### src/rtl/axi4_burst_addr_gen.sv
// AXI4 burst beat-address generator: expands one AxADDR/AxLEN/AxSIZE/AxBURST request into per-beat addresses.
// Optional 4 KB page-crossing error check for INCR bursts enabled by defining AXI4_BURST_4K_CHECK_EN.
//
// state | meaning
// IDLE  | waiting for a request, ax_ready=1, no beat presented
// BURST | presenting beats, b_valid=1; ax_ready=1 only during the accepted last beat
module axi4_burst_addr_gen #(
    parameter int AW = 32,
    parameter int DW = 32
) (
    input  logic          clk,
    input  logic          rst,
    input  logic          ax_valid,
    output logic          ax_ready,
    input  logic [AW-1:0] ax_addr,
    input  logic [7:0]    ax_len,
    input  logic [2:0]    ax_size,
    input  logic [1:0]    ax_burst,
    output logic          b_valid,
    input  logic          b_ready,
    output logic [AW-1:0] b_addr,
    output logic          b_last,
    output logic [1:0]    b_resp
);

    typedef enum logic {
        IDLE  = 1'b0,
        BURST = 1'b1
    } state_t;

    localparam logic [1:0]  BT_FIXED    = 2'b00;
    localparam logic [1:0]  BT_INCR     = 2'b01;
    localparam logic [1:0]  BT_WRAP     = 2'b10;
    localparam logic [1:0]  RESP_OKAY   = 2'b00;
    localparam logic [1:0]  RESP_SLVERR = 2'b10;
    localparam logic [10:0] BUS_BYTES   = 11'(DW / 8);

    state_t        state, state_nxt;
    logic          accept, beat_done;
    logic [7:0]    cnt;
    logic [1:0]    burst_r;
    logic [AW-1:0] bytes_r, base_r, wmask_r;

    logic [AW-1:0] req_bytes, req_span, req_base;
    logic          req_err;
    logic [AW-1:0] incr_addr, wrap_off, next_addr;

    assign req_bytes = AW'(1) << ax_size;
    assign req_span  = (AW'(ax_len) + AW'(1)) << ax_size;
    assign req_base  = ax_addr & ~(req_span - AW'(1));

`ifdef AXI4_BURST_4K_CHECK_EN
    logic [AW-1:0] req_last;
    assign req_last = (ax_addr & ~(req_bytes - AW'(1))) + req_span - AW'(1);
`endif

    always_comb begin
        req_err = 1'b0;
        if (ax_burst == 2'b11)
            req_err = 1'b1;
        if ((11'(1) << ax_size) > BUS_BYTES)
            req_err = 1'b1;
        if (ax_burst == BT_WRAP) begin
            if (!(ax_len == 8'd1 || ax_len == 8'd3 || ax_len == 8'd7 || ax_len == 8'd15))
                req_err = 1'b1;
            if ((ax_addr & (req_bytes - AW'(1))) != '0)
                req_err = 1'b1;
        end
`ifdef AXI4_BURST_4K_CHECK_EN
        if (ax_burst == BT_INCR && req_last[AW-1:12] != ax_addr[AW-1:12])
            req_err = 1'b1;
`endif
    end

    // Wrap offset is masked with span-1; span is a power of two for every legal WRAP burst.
    always_comb begin
        incr_addr = (b_addr & ~(bytes_r - AW'(1))) + bytes_r;
        wrap_off  = (b_addr + bytes_r - base_r) & wmask_r;
        case (burst_r)
            BT_FIXED: next_addr = b_addr;
            BT_WRAP:  next_addr = base_r + wrap_off;
            default:  next_addr = incr_addr;
        endcase
    end

    always_ff @(posedge clk) begin
        if (rst)
            state <= IDLE;
        else
            state <= state_nxt;
    end

    always_comb begin
        state_nxt = state;
        ax_ready  = 1'b0;
        b_valid   = 1'b0;
        case (state)
            IDLE: begin
                ax_ready = 1'b1;
                if (ax_valid)
                    state_nxt = BURST;
            end
            BURST: begin
                b_valid = 1'b1;
                if (b_ready && b_last) begin
                    ax_ready = 1'b1;
                    if (!ax_valid)
                        state_nxt = IDLE;
                end
            end
            default: state_nxt = IDLE;
        endcase
        if (rst)
            ax_ready = 1'b0;
    end

    assign accept    = ax_valid && ax_ready;
    assign beat_done = b_valid && b_ready;

    always_ff @(posedge clk) begin
        if (rst) begin
            cnt     <= '0;
            burst_r <= BT_FIXED;
            bytes_r <= '0;
            base_r  <= '0;
            wmask_r <= '0;
            b_addr  <= '0;
            b_last  <= 1'b0;
            b_resp  <= RESP_OKAY;
        end else if (accept) begin
            cnt     <= ax_len;
            burst_r <= ax_burst;
            bytes_r <= req_bytes;
            base_r  <= req_base;
            wmask_r <= req_span - AW'(1);
            b_addr  <= ax_addr;
            b_last  <= (ax_len == 8'd0);
            b_resp  <= req_err ? RESP_SLVERR : RESP_OKAY;
        end else if (beat_done) begin
            if (b_last) begin
                b_last <= 1'b0;
            end else begin
                cnt    <= cnt - 8'd1;
                b_last <= (cnt == 8'd1);
                b_addr <= next_addr;
            end
        end
    end

endmodule

### config.mk
export PLATFORM = sky130hd
export DESIGN_NAME = axi4_burst_addr_gen
export DESIGN_NICKNAME = d
export VERILOG_FILES = /design/src/rtl/axi4_burst_addr_gen.sv
export SDC_FILE = /design/constraint.sdc
export NUM_CORES = 1
export LEC_CHECK = 0
export ABC_AREA = 1
export CAP_MARGIN = 0
export CORE_UTILIZATION = 55
export CTS_CLUSTER_SIZE = 8
export DETAILED_ROUTE_END_ITERATION = 12
export GPL_TIMING_DRIVEN = 0
export HOLD_SLACK_MARGIN = 0.1
export PLACE_DENSITY = 0.75
export SLEW_MARGIN = 30
export SYNTH_ARGS = -nofsm -noshare
export SYNTH_HDL_FRONTEND = slang
export SYNTH_SLANG_ARGS = --single-unit
### constraint.sdc
create_clock -name clk -period 5.6 [get_ports clk]
set_input_delay 1.12 -clock clk [delete_from_list [all_inputs] [get_ports clk]]
set_output_delay 1.12 -clock clk [all_outputs]
set_load 0.02 [all_outputs]
==> results.toml <==
[yosys]
synth_edf_count = 0
synthFlopType = "dfxtp_1"
synth_top_cell_by_area = "dfxtp_1"
synth-seq-cells = 116
yosysTopAreaCellShare = 0.193
synth_area_leaders = "dfxtp_1 19%, nand2_1 17%, ha_1 10%, inv_1 8.7%, a21oi_1 6.5%"
syn_area_sq_um = 12000
synth_cell_types = 58
async_flop_share = 0
yosys-top-cells-count = "543 x nand2_1, 280 x inv_1, 205 x nor2_1"
ys_seq_area_frac = 0.193
synth-warning-count = 0
yosysMostFrequentCell = "nand2_1"
syn_area_per_cell_sq_um = 6.03
synth_fp_nets = 2155
syn_inst = 1999

[timing]
fin_skew_ns = 0.0149
hold_viol = 0
rsz0062_at_grt = "no"
max_freq_mhz = 196
tns_ns = 0
period_needed_ns = 5.11
holdWs_ns = 0.452
relSlewSlack = 0.335
drv_slew = 0
fin_crit_sh = 0.913
setup_viol = 0
tightest_slew_ns = 0.997

[hold_path]
hold_class = "reg -> reg"

[job]
max_cap_violations = 0

[clock_network]
cts_tree = "built"
clockRootBuffer = "clkbuf_16"
cts_made_buffers = 17
clkSinkCount = 116
clock_latency_ns = 0.44
cts_buffer_depth = 2
cts_max_level = 4
clk_pin_slew_ns = 0.06
cts_setup_buffers = 0
hold_buffers = 0

[die]
ioPinCount = 86
die_h_um = 150
fp.coreArea_sq_um = 21200
dieWidth_um = 150
rows = 53
start_util = 0.568
dieArea_sq_um = 22500

[placement]
placed_cells = 2357
hpwl_um = 37100
port_buffers = 83
place.gp.congestion = 0.995

[worst_setup_path]
reg2reg_slack_ns = 0.49
crit_required_ns = 5.96
crit_path_start_kind = "register"
arrival_ns = 5.47
cp_max_fo = 5
end_kind = "register"
critPathKind = "reg -> reg"

[route]
drcViolationCount = 0
drt-total-wl_um = 44700
via_count = 13800
postRouteAntennaNets = 0
via_per_inst = 5.78
routedWlPerCell_um = 18.7
drtIter0Drc = 1401
dr.pass1.iters = 6

[layout]
fin_util = 0.651
multiInputGateArea_sq_um = 8450
syn2layout_area_growth_pct = 14.6
seqCellArea_sq_um = 2320
instances_no_fill = 2389
nets = 2257
drive_gt1_frac = 0.0814
fillers = 2073
insertedDiodeCount = 0

[pwr]
leakage_nw = 6.57
power_density_nw_per_um2 = 225
peakVddDrop_v = 0.000217

[global_route]
overflow = 0
grt_pass1_wl_um = 68300
grt_usage = 0.404
grt_pass1_vias = 12600
grt_max_degree = 17
antenna_found_initial = 0

[status]
status = "finished clean"
[state kept, by name, summed over array words and instances, names as in the netlist]
register	flops
b_addr	32
b_last	1
b_resp	1
base_r	32
burst_r	2
bytes_r	8
cnt	8
state	1
wmask_r	31
[worst max-delay path: stages, from the launching register on]
cell and delay (ns):
dfxtp_1 0.48, inv_1 0.16, fa_1 0.55, inv_1 0.08, fa_1 0.45, nand2_1 0.09
nand2_1 0.07, o21ai_2 0.17, inv_1 0.08, a21oi_1 0.23, o21bai_1 0.15, a21oi_1 0.15
inv_1 0.11, o21ai_0 0.17, a21oi_1 0.11, ha_1 0.43, nand2_1 0.16, nor2_1 0.20
nand2_1 0.08, o21ai_1 0.39, a21oi_1 0.16, xnor2_1 0.24, nand2_1 0.08, nand2_1 0.08
nand2_1 0.05, a21oi_1 0.11
[per-layer routing]
layer  up-vias  global-route usage  wire length (um)
li1       6755                   -                 -
met1      6280               0.557             19600
met2       660               0.599             18500
met3       105               0.105              4890
met4         2               0.148              1630
met5         -              0.0205                63
[placed cells by master, fill, tap and decap left out, types with 18 or more instances in the layout]
cell               n
nand2_1          543
nor2_1           205
o22ai_1           18
nand4_1           24
nand2_2           23
nor2_2            18
nand3_1          125
ha_1              98
dfxtp_1          116
a21oi_1          155
o21ai_0          133
inv_1            280
clkdlybuf4s50_1   83
clkbuf_1          23
[power by group]
part           internal, mW  switching, mW  total, mW  leakage (nW)
combinational         0.352          0.740       1.09          5.34
sequential            0.871         0.0508      0.922         0.947
clock                 0.639          0.454       1.09         0.281
total                  1.86           1.24       3.11          6.57
[final timing paths]
check / from / endpoint / cells past startpoint
setup / recovery: bytes_r[1]$_SDFFE_PP0P_ / b_addr[17]$_SDFFE_PP0P_ / 25
hold / removal: wmask_r[9]$_SDFFE_PP0P_ / wmask_r[9]$_SDFFE_PP0P_ / 2
setup reg to reg: bytes_r[1]$_SDFFE_PP0P_ / b_addr[17]$_SDFFE_PP0P_ / 25
hold reg to reg: wmask_r[9]$_SDFFE_PP0P_ / wmask_r[9]$_SDFFE_PP0P_ / 2
[kinds of logic after synthesis]
logic type,count (synthesis),share of synthesized area
xor gates and xnor gates,21,0.0153
other,1,0.000311
and+or+nand+nor,1012,0.377
AOI/OAI and AO/OA,406,0.191
buffers and inverters,336,0.107
DFF,116,0.193
adders and majority gates,107,0.117
[per-stage QoR]
stage / total power, mW / setup slack (ns) / cell area [sq um]
2_1_floorplan: 1.65 / 1.31 / 12000
3_3_place_gp: 1.96 / 0.252 / 13200
3_5_place_dp: 1.98 / 0.200 / 13200
4_1_cts: 3.06 / 0.158 / 13800
5_1_grt: 3.25 / 0.0774 / 13800
6_report: 3.11 / 0.487 / 13800
[timing repair]
item | in CTS | in global routing
endpoints found under the hold margin | 0 | 0
endpoints found under the setup margin | 0 | 14
resized for setup | 0 | 8
[layout make-up]
class	instances	share of cell area
inverter	296	0.0807
buffer	40	0.0125
clock buffer	19	0.0328
multi-input combinational	1547	0.612
clock inverter	13	0.00879
sequential	116	0.168
timing repair buffer	83	0.0602
tap	275	0.0249
Note: power is estimated with default switching activity, not from simulation.
